File: src/rtl/patcnt_pkg.sv
// patcnt_pkg: shared types, default memory map and counter sizing for the pattern-count engine.
package patcnt_pkg;

  typedef enum logic [2:0] {
    StIdle,
    StLdPat,
    StScan,
    StWbCtb,
    StWbCto,
    StWbCts,
    StDone
  } state_e;

  localparam int unsigned DefStrBase = 0;
  localparam int unsigned DefPatAddr = 32;
  localparam int unsigned DefResBase = 33;

  // Wide enough to hold the total number of bits in the string without wrapping.
  function automatic int unsigned patcnt_cnt_w(int unsigned num_bytes, int unsigned byte_w);
    return $clog2(num_bytes * byte_w + 1);
  endfunction

endpackage

File: src/rtl/patcnt_window_match.sv
// patcnt_window_match: counts masked pattern hits in one {carry, byte} window vector.
// Offsets 0..BYTE_W-PAT_W lie wholly inside the byte; higher offsets straddle the carry.
module patcnt_window_match #(
  parameter int unsigned PAT_W  = 5,
  parameter int unsigned BYTE_W = 8,
  parameter int unsigned KW     = $clog2(BYTE_W + 1)
) (
  input  logic [BYTE_W+PAT_W-2:0] win_i,
  input  logic [PAT_W-1:0]        pat_i,
  input  logic [PAT_W-1:0]        mask_i,
  output logic [KW-1:0]           in_cnt_o,
  output logic [KW-1:0]           x_cnt_o
);

  logic [PAT_W-1:0] slice;

  // Slide over every window start and split hits into in-byte and crossing counts.
  always_comb begin
    in_cnt_o = '0;
    x_cnt_o  = '0;
    slice    = '0;
    for (int unsigned o = 0; o < BYTE_W; o++) begin
      slice = PAT_W'(win_i >> o);
      if (((slice ^ pat_i) & mask_i) == '0) begin
        if (o <= BYTE_W - PAT_W) in_cnt_o = in_cnt_o + KW'(1);
        else                     x_cnt_o  = x_cnt_o + KW'(1);
      end
    end
  end

endmodule

File: src/rtl/pattern_count_engine.sv
// pattern_count_engine: reads a pattern and a bit string from data memory, counts in-byte
// hits, bytes with a hit and stream-wide hits, then writes the three counts back.
// Define PATCNT_MASK_EN to also load a care-mask word from PAT_ADDR+3.
module pattern_count_engine
  import patcnt_pkg::*;
#(
  parameter int unsigned PAT_W     = 5,
  parameter int unsigned BYTE_W    = 8,
  parameter int unsigned NUM_BYTES = 32,
  parameter int unsigned ADDR_W    = 8,
  parameter int unsigned STR_BASE  = DefStrBase,
  parameter int unsigned PAT_ADDR  = DefPatAddr,
  parameter int unsigned RES_BASE  = DefResBase
) (
  input  logic              clk_i,
  input  logic              reset_ni,
  input  logic              req_i,
  output logic              done_o,
  output logic              busy_o,
  output logic [ADDR_W-1:0] mem_addr_o,
  output logic              mem_wr_en_o,
  output logic [BYTE_W-1:0] mem_wr_data_o,
  input  logic [BYTE_W-1:0] mem_rd_data_i
);

  localparam int unsigned CntW = patcnt_cnt_w(NUM_BYTES, BYTE_W);
  localparam int unsigned KW   = $clog2(BYTE_W + 1);
  localparam int unsigned IdxW = $clog2(NUM_BYTES + 1);
  localparam int unsigned CW   = (PAT_W > 1) ? PAT_W - 1 : 1;
  localparam int unsigned WinW = BYTE_W + PAT_W - 1;
`ifdef PATCNT_MASK_EN
  localparam logic [1:0] LdLast = 2'd2;
`else
  localparam logic [1:0] LdLast = 2'd1;
`endif

  state_e            state_q, state_d;
  logic [1:0]        ld_q, ld_d;
  logic [IdxW-1:0]   idx_q, idx_d;
  logic [PAT_W-1:0]  pat_q, pat_d, mask;
  logic [CW-1:0]     carry_q, carry_d;
  logic [CntW-1:0]   ctb_q, ctb_d, cto_q, cto_d, cts_q, cts_d;
  logic [WinW-1:0]   win;
  logic [KW-1:0]     in_cnt, x_cnt;

`ifdef PATCNT_MASK_EN
  logic [PAT_W-1:0]  mask_q, mask_d;

  // Care-mask register, loaded alongside the pattern.
  always_ff @(posedge clk_i or negedge reset_ni) begin
    if (!reset_ni) mask_q <= '0;
    else           mask_q <= mask_d;
  end
  assign mask = mask_q;
`else
  assign mask = '1;
`endif

  // The carry holds the tail of the previous byte so crossing windows can be formed.
  if (PAT_W > 1) begin : g_carry
    assign win = {carry_q, mem_rd_data_i};
  end else begin : g_nocarry
    assign win = mem_rd_data_i;
  end

  patcnt_window_match #(
    .PAT_W (PAT_W),
    .BYTE_W(BYTE_W),
    .KW    (KW)
  ) u_match (
    .win_i   (win),
    .pat_i   (pat_q),
    .mask_i  (mask),
    .in_cnt_o(in_cnt),
    .x_cnt_o (x_cnt)
  );

  // State, pattern, carry and counter registers.
  always_ff @(posedge clk_i or negedge reset_ni) begin
    if (!reset_ni) begin
      state_q <= StIdle;
      ld_q    <= '0;
      idx_q   <= '0;
      pat_q   <= '0;
      carry_q <= '0;
      ctb_q   <= '0;
      cto_q   <= '0;
      cts_q   <= '0;
    end else begin
      state_q <= state_d;
      ld_q    <= ld_d;
      idx_q   <= idx_d;
      pat_q   <= pat_d;
      carry_q <= carry_d;
      ctb_q   <= ctb_d;
      cto_q   <= cto_d;
      cts_q   <= cts_d;
    end
  end

  // Next-state, datapath updates and memory-port outputs.
  always_comb begin
    state_d       = state_q;
    ld_d          = ld_q;
    idx_d         = idx_q;
    pat_d         = pat_q;
    carry_d       = carry_q;
    ctb_d         = ctb_q;
    cto_d         = cto_q;
    cts_d         = cts_q;
`ifdef PATCNT_MASK_EN
    mask_d        = mask_q;
`endif
    mem_addr_o    = '0;
    mem_wr_en_o   = 1'b0;
    mem_wr_data_o = '0;
    busy_o        = 1'b1;
    done_o        = 1'b0;
    unique case (state_q)
      StIdle, StDone: begin
        busy_o = 1'b0;
        done_o = (state_q == StDone);
        if (req_i) begin
          state_d = StLdPat;
          ld_d    = '0;
        end
      end
      StLdPat: begin
        ld_d = ld_q + 2'd1;
        if (ld_q == 2'd0) mem_addr_o = ADDR_W'(PAT_ADDR);
        if (ld_q == 2'd1) pat_d = mem_rd_data_i[BYTE_W-1 -: PAT_W];
`ifdef PATCNT_MASK_EN
        if (ld_q == 2'd1) mem_addr_o = ADDR_W'(PAT_ADDR + 3);
        if (ld_q == 2'd2) mask_d = mem_rd_data_i[BYTE_W-1 -: PAT_W];
`endif
        if (ld_q == LdLast) begin
          mem_addr_o = ADDR_W'(STR_BASE);
          ctb_d      = '0;
          cto_d      = '0;
          cts_d      = '0;
          carry_d    = '0;
          idx_d      = IdxW'(1);
          state_d    = StScan;
        end
      end
      StScan: begin
        // idx_q addresses the next byte; rd_data carries byte idx_q-1.
        ctb_d   = ctb_q + CntW'(in_cnt);
        cto_d   = cto_q + CntW'(in_cnt != '0);
        cts_d   = cts_q + CntW'(in_cnt) + ((idx_q > IdxW'(1)) ? CntW'(x_cnt) : '0);
        carry_d = CW'(mem_rd_data_i);
        if (idx_q == IdxW'(NUM_BYTES)) begin
          state_d = StWbCtb;
        end else begin
          mem_addr_o = ADDR_W'(STR_BASE) + ADDR_W'(idx_q);
          idx_d      = idx_q + IdxW'(1);
        end
      end
      StWbCtb: begin
        mem_addr_o    = ADDR_W'(RES_BASE);
        mem_wr_en_o   = 1'b1;
        mem_wr_data_o = BYTE_W'(ctb_q);
        state_d       = StWbCto;
      end
      StWbCto: begin
        mem_addr_o    = ADDR_W'(RES_BASE + 1);
        mem_wr_en_o   = 1'b1;
        mem_wr_data_o = BYTE_W'(cto_q);
        state_d       = StWbCts;
      end
      StWbCts: begin
        mem_addr_o    = ADDR_W'(RES_BASE + 2);
        mem_wr_en_o   = 1'b1;
        mem_wr_data_o = BYTE_W'(cts_q);
        state_d       = StDone;
      end
      default: state_d = StIdle;
    endcase
  end

endmodule

File: config.mk
export PLATFORM = sky130hd
export DESIGN_NAME = pattern_count_engine
export DESIGN_NICKNAME = d
export VERILOG_FILES = /design/src/rtl/patcnt_pkg.sv /design/src/rtl/patcnt_window_match.sv /design/src/rtl/pattern_count_engine.sv
export SDC_FILE = /design/constraint.sdc
export NUM_CORES = 1
export LEC_CHECK = 0
export ABC_CLOCK_PERIOD_IN_PS = 4900
export BUFFER_PORTS_ARGS = -buffer_cell sky130_fd_sc_hd__buf_2
export CORE_ASPECT_RATIO = 0.7
export CORE_MARGIN = 2
export CORE_UTILIZATION = 45
export DETAILED_ROUTE_END_ITERATION = 10
export SYNTH_ARGS = -nofsm -noshare
export SYNTH_HDL_FRONTEND = slang
export SYNTH_SLANG_ARGS = --single-unit
File: constraint.sdc
create_clock -name clk_i -period 4.9 [get_ports clk_i]
set_clock_uncertainty 0.15 [all_clocks]
set_input_delay 0.98 -clock clk_i [delete_from_list [all_inputs] [get_ports clk_i]]
set_output_delay 0.98 -clock clk_i [all_outputs]
set_load 0.02 [all_outputs]
* After elaboration in Yosys (flattened, before gate mapping) *
Cells that the tools add are included.

cells by class
  add/sub/neg operators = 12
  order comparisons = 1
  equal/unequal tests = 12
  multiplexer cells = 32
  bitwise gates (word level) = 8
  reductions and logical operators = 20

operators with widths
  kind                                                                             number
  9-bit one-hot mux with 2 select lines                                            3
  5-bit zero test                                                                  8
  8-bit one-hot mux with 5 select lines                                            1
  5-bit XOR                                                                        8
  4-bit 2-to-1 mux                                                                 8
  9-bit by 4-bit adder with 9-bit output                                           3
  6-bit 2-to-1 mux                                                                 4
  8-bit one-hot mux with 3 select lines                                            1
  4-bit by 1-bit adder with 4-bit output, second input constant                    5
  3-bit one-hot mux with 6 select lines                                            1
  6-bit one-hot mux with 2 select lines                                            1
  9-bit by 1-bit adder with 9-bit output                                           1
  3-bit equality test, second input constant                                       3
  3-bit 2-to-1 mux                                                                 3
  9-bit 2-to-1 mux                                                                 1
  8-bit 2-to-1 mux                                                                 1
  2-bit inequality test, second input constant                                     4
  4-bit one-hot mux with 2 select lines                                            1
  6-bit by 1-bit adder with 6-bit output, second input constant                    1
  3-bit by 2-bit equality test with 1-bit output, second input constant            2
  6-bit equality test, second input constant                                       1
  6-bit by 1-bit greater-than comparator with 1-bit output, second input constant  1
  2-bit AND reduction                                                              3
  3-bit AND reduction                                                              2
  13 further kinds                                                                 18

word-level totals
  register bits = 47
  input bits = 11
  output and inout port bits = 19
  word-level logic and storage cells = 93

* Longest topological paths before layout *
Gate-level depths: netlist of the first run.

  word-level depth = 12
  mapped depth = 22
  mapped depth without buffers = 21

* Cells and area by module *
A second synthesis of the first run with hierarchy kept.

second synthesis, totals
  cell total of the unflattened synthesis = 413
  area, all modules = 3558.4 µm²

by module, submodules not included
  module                times used  cells an instance  area an instance (µm²)  seq. area each (µm²)
  pattern_count_engine  1           300                2708.8                  1101.1
  patcnt_window_match   1           113                849.6                   0.0

* Least setup slack after synthesis of the first run *
No wires, ideal clock.

  path type = in2reg
  start = input port mem_rd_data_i[3]
  end = register cts_q[7]
  library setup time = 0.123 ns
  data arrival time = 4.830 ns
  data required time = 4.627 ns
  setup slack = -0.203 ns
  stages = 21
  path buffers = 1
  cells stage by stage = buf_2 > xor2_1 > nor2_1 > and4_1 > ha_1 > or4_4 > and2_1 > inv_1 > ha_1 > nand3b_1 > o31ai_1 > inv_1 > fa_1 > ha_1 > inv_1 > fa_1 > nor2b_1 > o21ai_0 > a21oi_1 > nand3_1 > mux2i_1

between the ends
  longest elaborated chain between the ends = 12
  elaborated cells on any way between the ends = 18
  classes of those cells = 5 x add/sub; 5 x mux; 4 x bitwise; 4 x reduce/logical

ends and longest elaborated chain
  what                                                      line                         text
  start, declared                                           pattern_count_engine.sv:23   input logic [BYTE_W-1:0] mem_rd_data_i
  5-bit XOR                                                 patcnt_window_match.sv:24    if (((slice ^ pat_i) & mask_i) == '0) begin
  5-bit zero test                                           patcnt_window_match.sv:24
  1-bit 2-to-1 mux                                          patcnt_window_match.sv:24
  4-bit by 1-bit adder with 4-bit output                    patcnt_window_match.sv:25    if (o <= BYTE_W - PAT_W) in_cnt_o = in_cnt_o + KW'(1);
  4-bit 2-to-1 mux                                          patcnt_window_match.sv:24
  4-bit by 1-bit adder with 4-bit output                    patcnt_window_match.sv:25
  4-bit 2-to-1 mux                                          patcnt_window_match.sv:24
  4-bit by 1-bit adder with 4-bit output                    patcnt_window_match.sv:25
  4-bit 2-to-1 mux (*)                                      patcnt_window_match.sv:24
  9-bit by 4-bit adder with 9-bit output (*) (2 in series)  pattern_count_engine.sv:150  cts_d = cts_q + CntW'(in_cnt) + ((idx_q > IdxW'(1)) ? CntW'(x_cnt) : '0);
  9-bit one-hot mux with 2 select lines (*)                 pattern_count_engine.sv:119  unique case (state_q)
  end signal, assigned                                      pattern_count_engine.sv:97   cts_q <= cts_d;
  end, declared                                             pattern_count_engine.sv:42   logic [CntW-1:0] ctb_q, ctb_d, cto_q, cto_d, cts_q, cts_d;

Mark *: on every way between the ends. The rest lies on a longest branch, timed or not.
A chain may end at the register's enable or synchronous reset.

* Worst setup path in the final report of the first run *
  start = input port mem_rd_data_i[2]
  end = register cts_q[7]

between the ends
  longest elaborated chain between the ends = 12
  elaborated cells on any way between the ends = 16
  classes of those cells = 5 x add/sub; 5 x mux; 3 x bitwise; 3 x reduce/logical

ends and longest elaborated chain
  what                                                      line
  5-bit XOR                                                 patcnt_window_match.sv:24
  5-bit zero test                                           patcnt_window_match.sv:24
  1-bit 2-to-1 mux                                          patcnt_window_match.sv:24
  4-bit by 1-bit adder with 4-bit output                    patcnt_window_match.sv:25
  4-bit 2-to-1 mux                                          patcnt_window_match.sv:24
  4-bit by 1-bit adder with 4-bit output                    patcnt_window_match.sv:25
  4-bit 2-to-1 mux (*)                                      patcnt_window_match.sv:24
  4-bit by 1-bit adder with 4-bit output                    patcnt_window_match.sv:25
  4-bit 2-to-1 mux (*)                                      patcnt_window_match.sv:24
  9-bit by 4-bit adder with 9-bit output (*) (2 in series)  pattern_count_engine.sv:150
  9-bit one-hot mux with 2 select lines (*)                 pattern_count_engine.sv:119

Marked as above.

==> key figures, run 1 <==
Route
  – ANT nets after route: 0
  – Vias per inst: 5.321
  – Routed vias: 2,948
  – Number of remaining DRC errors: 0
  – Final wirelength: 8199 um
  – Pre-antenna DRT Iters: 5
  – Detailed Route Iter0 Violations: 179
  – WL/cell: 14.80 um

Run status
  – Status: finished, final reports clean

CTS
  – Clk sinks: between 40 and 50
  – Clock Tree Root: clkbuf_8
  – TritonCTS clock tree: yes
  – Clk_lat worst skew: 0.30 ns
  – Worst-path clk slew: 0.10 ns
  – Clock buffer count from CTS: 5
  – Clock Tree Buf Depth: 2
  – H-tree depth: 2

Global route
  – First-pass GRT wire length: roughly 14,000 um
  – Antenna violations before repair: 0
  – Grt total ovfl: 0
  – Number of global-route vias before repair: approximately 2,700
  – Largest net degree at the start of global routing: 45
  – GRT Overall Usage: 20.26%

Final layout
  – Nets: 493
  – # diodes: 0
  – Layout cells sized above 1: 17.54%
  – Synthesis-to-finish area growth: 14.38%

Worst setup path
  – Required @ worst endpoint: 4.94 ns
  – WS Path Type: primary input to flip-flop
  – CP arrival: 4.76 ns
  – Reg2reg end: cts_q[7]
  – Slowest-stage cell, CP: fa_1
  – Crit path top cell by count: inv_2
  – CP bufs+invs: 5
  – Setup crit start kind: primary input
  – Crit-path max FO: 3
  – Top delay family on crit path: adder cells
  – Max incr delay on CP: 0.49 ns
  – Reg2reg path depth: 21
  – FF-to-FF setup slack: 0.42 ns
  – Crit Reg-Reg Startpoint: pat_q[0]
  – CP cell instances: buf_2, xor2_1, nor2_1, nand4_1, inv_2, ha_4, or4_4, and2_4, inv_1, ha_1, nand3b_1, o31ai_4, inv_2, fa_1, ha_2, inv_2, fa_2, nor2b_1, o21ai_1, a21oi_2, nand3_1, mux2i_1
  – Setup crit end kind: flip-flop

Hold path
  – Worst Min Path Start: cto_q[7]
  – Hold Path Class: flip-flop to flip-flop
  – Hold Crit Depth: 1
  – Hold EP: cto_q[7]

Yosys
  – Post-synth top cells: 58 x nand2_1, 44 x dfrtp_1, 28 x nand3_1
  – Post-synthesis sequential area ratio: a little under a third
  – Synthesized area: ~0.0035 mm2
  – Cells after Synth: 421
  – Top cell type by total area after synthesis: dfrtp_1
  – Synthesis Warnings: 0
  – Synth top area share: between 30% and 40%
  – Flops & latches, synth: 44
  – Synth Flop Type: dfrtp_1
  – Most frequent cell after synthesis: nand2_1
  – Synth area leaders: dfrtp_1 32%, ha_1 7.9%, xor2_1 6.3%, nand2_1 6.3%, xnor2_1 5.0%
  – Async SR Flop Fraction: 100.0%
  – Netlist cell types: 49
  – Synthesized area per cell: ~8.3 um2
  – EDFF count, synth: 0

Floorplanning
  – Die area: 0.008463 mm2
  – Initial Util: 47.12%
  – Site row count: 26
  – Die X-Extent: 109.1 um
  – Die height: 77.57 um
  – # IOs: 30
  – Core area: around 0.0074 mm2

Placed design
  – Final GP Congestion: 0.8511
  – Post-DP HPWL: approximately 6100 um
  – Input/output buffers: 27

Timing
  – Relative slew slack: 25.20%
  – Final hold vios: 0
  – Max-slew violation count: 0
  – Worst hold slack: 0.3443 ns
  – Fin crit share: 96.25%
  – Worst-margin pin slew: around 1.1 ns
  – Final setup fails: 0
  – FMAX: approximately 0.21 GHz
  – RSZ-0062 raised after global routing: true
  – Tmin final: roughly 4.7 ns
  – Setup TNS Final: 0 ns

Job
  – Max-cap viol count: 0

Power
  – Leak pwr: 1.959 nW
  – P per Cell Area: about 530 mW/mm2
  – Max IR drop VDD: 333.9 uV
  – Pwr Total: 2.121 mW
[final cells by class]
cell class,instances,area [um2]
Inverter,27,101.3
Multi-Input combinational cell,321,2187
Clock inverter,3,46.29
Tap cell,98,122.6
Fill cell,691,3405
Sequential cell,44,1101
Timing Repair Buffer,56,352.8
Clock buffer,5,68.82
[worst max path at each step]
stage | start | end | slack, ns | cells after the start
2_1_floorplan | mem_rd_data_i[3] | cts_q[7] | -0.02 | 21
3_3_place_gp | mem_rd_data_i[3] | cts_q[7] | -0.14 | 21
3_5_place_dp | mem_rd_data_i[1] | cts_q[7] | -0.25 | 22
4_1_cts | mem_rd_data_i[1] | cts_q[7] | 0.08 | 22
5_1_grt | mem_rd_data_i[2] | cts_q[7] | -0.03 | 22
6_report | mem_rd_data_i[2] | cts_q[7] | 0.18 | 22
[per-layer routing]
layer | global-route usage [%] | share of wire, % | up-vias
li1 | - | - | 1475
met1 | 33.37 | 55 | 1411
met2 | 27.76 | 41 | 56
met3 | 3.277 | 3.9 | 6
met4 | 2.692 | 0.35 | 0
met5 | 0 | 0 | -
[logic make-up after synthesis]
family / after synthesis / synth area share (%)
flip-flops: 44 / 31.64
buffers and inverters: 58 / 6.940
adder cells (fa/ha/maj): 27 / 10.79
other: 1 / 0.1078
XOR/XNOR: 45 / 11.33
AND/OR/NAND/NOR: 159 / 22.22
multiplexers: 15 / 4.315
AO/OA/AOI/OAI: 72 / 12.66
[sequential cells by signal, summed over array words and instances, names as in the netlist]
signal and flops:
carry_q 4, ctb_q 8, cto_q 8, cts_q 8, idx_q 6, ld_q 2, pat_q 5, state_q 3
[worst reg2reg max path, stage by stage, from the launching register on]
cell and delay [ns]:
dfrtp_1 0.53, xor2_1 0.20, nor2_1 0.12, nand4_1 0.15, inv_2 0.11, ha_4 0.20
or4_4 0.48, and2_4 0.17, inv_1 0.04, ha_1 0.21, nand3b_1 0.19, o31ai_4 0.10
inv_2 0.06, fa_1 0.49, ha_2 0.19, inv_2 0.04, fa_2 0.33, nor2b_1 0.12
o21ai_1 0.08, a21oi_2 0.18, nand3_1 0.11, mux2i_1 0.13
[timing repair]
action	in CTS	in global routing
hold buffers	0	0
buffers inserted	0	2
resized for setup	0	4
setup endpoints to repair	0	3
[cell usage in the layout, fill, tap and decap left out, types with 3 or more instances in the layout]
| cell | n |
|---|---|
| nand2b_1 | 5 |
| nand3_1 | 28 |
| buf_4 | 29 |
| nor3_1 | 6 |
| buf_2 | 27 |
| and2_1 | 7 |
| xnor2_1 | 20 |
| nand4_1 | 6 |
| inv_2 | 3 |
| xor2_1 | 25 |
| o2111ai_1 | 3 |
| a21oi_1 | 10 |
| inv_1 | 24 |
| clkbuf_8 | 5 |
| nor2b_1 | 5 |
| fa_1 | 4 |
| and3_1 | 6 |
| o22ai_1 | 3 |
| o21ai_1 | 9 |
| nor2_1 | 22 |
| nand2_1 | 58 |
| a21o_1 | 3 |
| conb_1 | 3 |
| dfrtp_1 | 44 |
| ha_1 | 20 |
| o211ai_1 | 5 |
| o21ai_0 | 26 |
| mux2i_1 | 15 |
[metrics by stage]
stage	worst slack, ns	util (%)	cell area (um2)	std cells
after detailed placement	-0.2511	51.86	3830	544
after floorplan	-0.01768	-	3521	423
final	0.1838	53.90	3980	554
after CTS	0.08071	53.42	3945	552
after global routing	-0.02676	53.90	3980	554
after global placement	-0.1376	51.86	3830	544
[power by group]
| part | switching [mW] | internal, mW | total [mW] |
|---|---|---|---|
| Clock | 0.145 | 0.154 | 0.299 |
| Combinational | 0.635 | 0.501 | 1.14 |
| Sequential | 0.206 | 0.480 | 0.686 |
Note: power is estimated with default switching activity, not from simulation.
==> run 2: changes to the inputs <==
--- a/config.mk
+++ b/config.mk
@@ -7,7 +7,6 @@
 export LEC_CHECK = 0
 export ABC_CLOCK_PERIOD_IN_PS = 4900
 export BUFFER_PORTS_ARGS = -buffer_cell sky130_fd_sc_hd__buf_2
-export CORE_ASPECT_RATIO = 0.7
 export CORE_MARGIN = 2
 export CORE_UTILIZATION = 45
 export DETAILED_ROUTE_END_ITERATION = 10
==> run 2 against run 1 <==
Compared with the run above: maximum frequency is 0.58% higher; sequential cell count stayed put; wire length is 3.5% lower; combinational power hardly changed; core utilization is 1.6 points lower.
==> key figures, run 2 (synthesized netlist as in run 1, its figures left out) <==
Timing
  – Final setup fails: 0 (unchanged)
  – Final hold vios: 0 (unchanged)
  – FMAX: 0.2133 GHz (+0.58%)
  – Worst-margin pin slew: 1.076 ns (-0.04337 ns)
  – Tmin final: 4.689 ns (-0.02730 ns)
  – Relative slew slack: 28.10% (+2.9 points)
  – Fin crit share: 95.69% (-0.56 points)
  – Max-slew violation count: 0 (unchanged)

Power
  – Gate power share: 54.1% (+0.6 points)
  – Max IR drop VDD: 330.0 uV (-1.2%)
  – Sw Ratio: 46.07% (-0.44 points)
  – P per Cell Area: 526.8 mW/mm2 (-1.1%)
  – Clock share of power: 14.3% (+0.2 points)
  – Leak pwr: 1.955 nW (-0.22%)
  – Int Pwr: 1.131 mW (-0.33%)
  – NetSw: 0.9661 mW (-2.1%)
  – Sequential power share: 31.5% (-0.9 points)

CTS
  – Clk_lat worst skew: 0.31 ns (about the same)
  – H-tree depth: 2 (unchanged)
  – Post-CTS Hold Fix Bufs: 0 (unchanged)
  – TritonCTS clock tree: yes
  – Worst-path clk slew: 0.09 ns (about the same)
  – Clock Tree Root: clkbuf_8
  – Clk sinks: 44 (unchanged)
  – Clock buffer count from CTS: 5 (unchanged)
  – Clock Tree Buf Depth: 2 (unchanged)

Route
  – WL/cell: 14.21 um (-4.0%)
  – Routed vias: 2,925 (-0.78%)
  – Pre-antenna DRT Iters: 6 (+1)
  – ANT nets after route: 0 (unchanged)
  – Number of remaining DRC errors: 0 (unchanged)
  – Vias per inst: 5.251 (-1.3%)
  – Final wirelength: 7913 um (-3.5%)
  – Detailed Route Iter0 Violations: 91 (-49%)

Worst setup path
  – Setup crit start kind: primary input
  – Max incr delay on CP: 0.49 ns (about the same)
  – Crit-path max FO: 4 (+1)
  – Slowest-stage cell, CP: fa_1
  – Setup crit end kind: flip-flop
  – CP arrival: 4.74 ns (-0.02 ns)
  – Required @ worst endpoint: 4.95 ns (about the same)
  – Crit path top cell by count: inv_2
  – Top delay family on crit path: simple AND/OR/NAND/NOR gates
  – WS Path Type: primary input to flip-flop
  – CP cell instances: buf_2, xor2_1, nor2_1, and4_4, ha_4, or4_4, and2_4, inv_1, ha_1, nand3b_1, o31ai_4, inv_2, fa_1, ha_2, inv_2, fa_2, nor2b_1, o21ai_1, a21oi_2, nand3_1, mux2i_1
  – CP bufs+invs: 4 (-1)

Final layout
  – Finished Cell Area: 0.003980 mm2 (unchanged)
  – Nets: 492 (-0.20%)
  – Core Util, Final: 52.32% (-1.6 points)
  – Synthesis-to-finish area growth: 14.38% (unchanged)
  – Layout cells sized above 1: 17.58% (+0.039 points)
  – Commonest non-fill, non-tap cell in the layout: nand2_1
  – Layout Cells excl Fill: 557 (+0.54%)
  – # diodes: 0 (unchanged)
  – Top flop regs: ctb_q (8), cto_q (8), cts_q (8)
  – Most frequent cells in the layout: 58 x nand2_1, 44 x dfrtp_1, 28 x nand3_1, 28 x buf_4, 27 x buf_2

Placed design
  – Post-DP HPWL: 5852 um (-3.3%)
  – Placed cell areas: 0.003827 mm2 (about the same)
  – Placed Cells: 547 (+0.55%)
  – Final GP Congestion: 0.7952 (-6.6%)
  – Input/output buffers: 27 (unchanged)

Floorplanning
  – Initial Util: 45.74% (-1.4 points)
  – Site row count: 32 (+23%)
  – Die height: 91.94 um (+19%)
  – # IOs: 30 (unchanged)
  – Die area: 0.008452 mm2 (-0.13%)
  – Die X-Extent: 91.94 um (-16%)
  – Core area: 0.007607 mm2 (+3.0%)

Global route
  – Number of global-route vias before repair: 2,852 (+4.9%)
  – Grt total ovfl: 0 (unchanged)
  – Antenna violations before repair: 0 (unchanged)
  – GRT Overall Usage: 19.94% (-0.32 points)
  – Largest net degree at the start of global routing: 45 (unchanged)
  – First-pass GRT wire length: 13,710 um (+0.56%)

Job
  – Max-cap viol count: 0 (unchanged)

Run status
  – Status: finished, final reports clean

Hold path
  – Hold Path Class: flip-flop to flip-flop
==> run 2: cell count changes in the layout (fill, tap and decap cells not counted) <==
cell	change
and4_1	-1
and4_4	+1
buf_4	-1
==> run 2: timing repair <==
action	4_1_cts	5_1_grt
gates resized for setup	0	5
buffers inserted	0	2
setup endpoints to repair	0	3
==> run 2: area by class of cell <==
class	count	area, um2
Clock inverter	3	46.29
Clock buffer	5	68.82
Sequential cell	44	1101
Fill cell	767	3627
Tap cell	102	127.6
Timing Repair Buffer	55	345.3
Inverter	27	101.3
Multi-Input combinational cell	321	2190
==> run 2: path summary, 6_finish.rpt <==
kind / slack [ns] / to / from / cells after the start
max: 0.21 / cts_q[7] / mem_rd_data_i[3] / 21
min: 0.33 / cts_q[7] / cts_q[7] / 1
max reg2reg: 0.53 / cts_q[7] / pat_q[1] / 21
min reg2reg: 0.33 / cts_q[7] / cts_q[7] / 1
max in group asynchronous: 3.28 / carry_q[0] / reset_ni / 1
min in group asynchronous: 0.69 / cto_q[0] / reset_ni / 1
==> run 2: per-stage QoR <==
| step | TNS, ns | hold WS, ns | worst slack [ns] | total power, mW |
|---|---|---|---|---|
| 5_1_grt | -0.01177 | 0.3437 | -0.01177 | 2.302 |
| 6_report | 0 | 0.3321 | 0.2111 | 2.097 |
| 4_1_cts | 0 | 0.3371 | 0.1110 | 2.095 |
| 3_3_place_gp | -0.1949 | 0.3199 | -0.1378 | 1.761 |
| 2_1_floorplan | -0.01768 | 0.2942 | -0.01768 | 1.494 |
| 3_5_place_dp | -0.3750 | 0.3263 | -0.2293 | 1.789 |
==> run 2: per-layer routing <==
metal,vias to the layer above,global-route usage [%],part of all wire (%)
li1,1479,-,-
met1,1393,26.65,47
met2,46,34.56,49
met3,7,3.287,3.2
met4,0,3.358,0.67
met5,-,0,0
==> run 2: power by group through the flow <==
stage	Combinational (mW)	Sequential, mW	Clock, mW
final	1.14	0.661	0.301
after global routing	1.29	0.685	0.324
after CTS	1.12	0.663	0.308
after detailed placement	1.12	0.670	0
after global placement	1.09	0.668	0
after floorplan	0.932	0.562	0
==> run 3: changes to the inputs <==
--- a/config.mk
+++ b/config.mk
@@ -5,6 +5,7 @@
 export SDC_FILE = /design/constraint.sdc
 export NUM_CORES = 1
 export LEC_CHECK = 0
+export ABC_AREA = 1
 export ABC_CLOCK_PERIOD_IN_PS = 4900
 export BUFFER_PORTS_ARGS = -buffer_cell sky130_fd_sc_hd__buf_2
 export CORE_MARGIN = 2
==> run 3 against run 2 <==
Compared with the run above: core utilization shrank 1.8 points; first-iteration DRC count grew 85%; sequential cell count unchanged; non-clock buffer count fell by 15; cell area is 1.4% lower; highest routed layer unchanged; clock power decreased by 31%; total power decreased by 2.3%; critical path depth grew 4; sequential share of layout area is 0.40 points higher.
==> key figures, run 3 <==
Yosys
  – Cells after Synth: 496 (+18%)
  – Largest family of logic cells by synthesized area: simple AND/OR/NAND/NOR gates
  – Most frequent cell after synthesis: nand2_1
  – Simple-Gate Fraction of Synth Area: 27.66% (+5.4 points)
  – Synthesized area: 0.003623 mm2 (+4.1%)
  – Netlist cell types: 46 (-6.1%)
  – XOR/XNOR Fraction of Synth Area: 6.250% (-5.1 points)
  – Synth area leaders: dfrtp_1 30%, nand2_1 13%, ha_1 7.6%, inv_1 7.6%, nor2_1 3.9%
  – Mux share of post-synthesis cell area: 0.2762% (-4.0 points)
  – Post-synth top cells: 121 x nand2_1, 73 x inv_1, 44 x dfrtp_1
  – Synthesis Warnings: 0 (unchanged)
  – Post-synthesis sequential area ratio: 30.39% (-1.3 points)
  – Post-Synth Adder-Cell Area: 10.36% (-0.43 points)
  – EDFF count, synth: 0 (unchanged)
  – Synthesized area per cell: 7.305 um2 (-12%)
  – Synth Area in Compound Gates: 11.19% (-1.5 points)
  – Synth top area share: 30.39% (-1.3 points)
  – Synth Flop Type: dfrtp_1
  – Top cell type by total area after synthesis: dfrtp_1
  – Flops & latches, synth: 44 (unchanged)
  – Async SR Flop Fraction: 100.0% (unchanged)

Timing
  – Tmin final: 4.671 ns (-0.01771 ns)
  – Relative slew slack: 31.65% (+3.5 points)
  – FMAX: 0.2141 GHz (+0.38%)
  – Fin crit share: 95.33% (-0.36 points)
  – Final setup fails: 0 (unchanged)
  – Final hold vios: 0 (unchanged)
  – Max-slew violation count: 0 (unchanged)
  – Setup TNS Final: 0 ns (unchanged)
  – Worst-margin pin slew: 1.025 ns (-0.05055 ns)

Route
  – Final wirelength: 7880 um (-0.42%)
  – ANT nets after route: 0 (unchanged)
  – Vias per inst: 4.952 (-5.7%)
  – Pre-antenna DRT Iters: 4 (-2)
  – Detailed Route Iter0 Violations: 168 (+85%)
  – Routed vias: 3,090 (+5.6%)
  – Number of remaining DRC errors: 0 (unchanged)
  – WL/cell: 12.63 um (-11%)

Final layout
  – # diodes: 0 (unchanged)
  – Core Util, Final: 50.52% (-1.8 points)
  – Layout cells sized above 1: 16.86% (-0.72 points)
  – Commonest non-fill, non-tap cell in the layout: nand2_1
  – Sequential Area: 0.001101 mm2 (unchanged)
  – Multi-input gate area: 0.002062 mm2 (-5.8%)
  – Layout Cells excl Fill: 624 (+12%)
  – Fillers: 805 (+5.0%)
  – Top flop regs: ctb_q (8), cto_q (8), cts_q (8)
  – Nets: 562 (+14%)
  – Synthesis-to-finish area growth: 8.287%
  – Most frequent cells in the layout: 120 x nand2_1, 73 x inv_1, 44 x dfrtp_1

Floorplanning
  – Die height: 93.74 um (+2.0%)
  – Die X-Extent: 93.74 um (+2.0%)
  – Initial Util: 46.65% (+0.91 points)
  – Core area: 0.007767 mm2 (+2.1%)
  – Site row count: 32 (unchanged)
  – # IOs: 30 (unchanged)
  – Die area: 0.008786 mm2 (+4.0%)

Worst setup path
  – Setup crit start kind: primary input
  – Setup crit end kind: flip-flop
  – Max incr delay on CP: 0.48 ns (about the same)
  – Slowest-stage cell, CP: fa_1
  – Crit-path max FO: 3 (-1)
  – Crit path top cell by count: inv_1
  – Required @ worst endpoint: 4.93 ns (-0.02 ns)
  – CP arrival: 4.70 ns (-0.04 ns)
  – WS Path Type: primary input to flip-flop

Global route
  – GRT Overall Usage: 19.67% (-0.27 points)
  – First-pass GRT wire length: 13,810 um (+0.75%)
  – Grt total ovfl: 0 (unchanged)
  – Antenna violations before repair: 0 (unchanged)
  – Number of global-route vias before repair: 2,956 (+3.6%)
  – Largest net degree at the start of global routing: 45 (unchanged)

CTS
  – Clk sinks: 44 (unchanged)
  – Clock Tree Buf Depth: 2 (unchanged)
  – Clock Tree Root: clkbuf_8
  – Clock buffer count from CTS: 5 (unchanged)
  – H-tree depth: 2 (unchanged)
  – Clk_lat worst skew: 0.29 ns (-0.02 ns)
  – TritonCTS clock tree: yes
  – Worst-path clk slew: 0.08 ns (about the same)

Placed design
  – Post-DP HPWL: 5954 um (+1.7%)
  – Input/output buffers: 27 (unchanged)
  – Final GP Congestion: 0.8744 (+10%)
  – Placed Cells: 619 (+13%)

Power
  – Leak pwr: 2.107 nW (+7.8%)
  – P per Cell Area: 522.2 mW/mm2 (-0.88%)
  – Max IR drop VDD: 352.0 uV (+6.7%)

Hold path
  – Hold Path Class: flip-flop to flip-flop

Run status
  – Status: finished, final reports clean

Job
  – Max-cap viol count: 0 (unchanged)
[run 3: cell count changes in the layout (fill, tap and decap cells not counted), moves of 7 or more]
cell,delta
nand2_1,+62
inv_1,+49
nor2_1,+16
buf_4,-15
mux2i_1,-14
xnor2_1,-11
xor2_1,-10
inv_2,+8
nand2_2,+8
and2_1,-7
o221ai_1,+7
[run 3: stage by stage]
stage | area [um2] | total power, mW | setup slack (ns) | hold slack, ns
3_5_place_dp | 3824 | 1.840 | -0.1656 | 0.3318
5_1_grt | 3924 | 2.270 | -0.009123 | 0.3765
4_1_cts | 3892 | 2.054 | 0.1485 | 0.3574
6_report | 3924 | 2.049 | 0.2289 | 0.3569
2_1_floorplan | 3631 | 1.594 | 0.2847 | 0.3083
3_3_place_gp | 3824 | 1.816 | -0.06951 | 0.3348
[run 3: path summary, 6_finish.rpt]
| kind | cells past startpoint | end | start | slack [ns] |
|---|---|---|---|---|
| min in group asynchronous | 1 | cto_q[6] | reset_ni | 0.71 |
| min reg2reg | 1 | ld_q[1] | ld_q[1] | 0.36 |
| max reg2reg | 25 | cts_q[7] | pat_q[1] | 0.46 |
| max in group asynchronous | 1 | pat_q[0] | reset_ni | 3.25 |
| max | 25 | cts_q[7] | mem_rd_data_i[1] | 0.23 |
| min | 1 | ld_q[1] | ld_q[1] | 0.36 |
[run 3: layer usage]
layer / share of wire [%] / up-vias / GRT usage [%]
li1: - / 1613 / -
met1: 50 / 1440 / 28.54
met2: 46 / 35 / 31.55
met3: 3.4 / 2 / 3.612
met4: 0.29 / 0 / 2.415
met5: 0 / - / 0
[run 3: repair_timing]
| item | CTS | global route |
|---|---|---|
| setup endpoints to repair | 0 | 2 |
| resized for setup | 0 | 8 |
| hold buffers | 0 | 0 |
| setup buffers | 0 | 0 |
[run 3: layout make-up]
cell class,instances,area share [%]
Multi-Input combinational cell,346,52.55
Sequential cell,44,28.06
Inverter,87,8.450
Timing Repair Buffer,40,5.931
Tap cell,102,3.253
Clock buffer,5,1.754
[run 3: worst max-delay path, delay by kind of cell]
| family | cells | cell delay [ns] |
|---|---|---|
| adder cells (fa/ha/maj) | 5 | 1.46 |
| AND/OR/NAND/NOR | 10 | 1.34 |
| buffers and inverters | 7 | 0.48 |
| AO/OA/AOI/OAI | 2 | 0.30 |
| XOR/XNOR | 1 | 0.15 |
[run 3: cell families (layout without fill, tap and decap cells)]
family | after synthesis | after routing
AND/OR/NAND/NOR | 224 | 224
buffers and inverters | 108 | 132
AO/OA/AOI/OAI | 66 | 66
flip-flops | 44 | 44
adder cells (fa/ha/maj) | 27 | 27
XOR/XNOR | 25 | 25
other | 1 | 3
multiplexers | 1 | 1
[run 3: where the power goes]
group / total [mW] / switching (mW) / internal [mW]
combinational: 1.17 / 0.742 / 0.433
sequential: 0.665 / 0.164 / 0.501
clock: 0.209 / 0.117 / 0.0922
total: 2.05 / 1.02 / 1.03
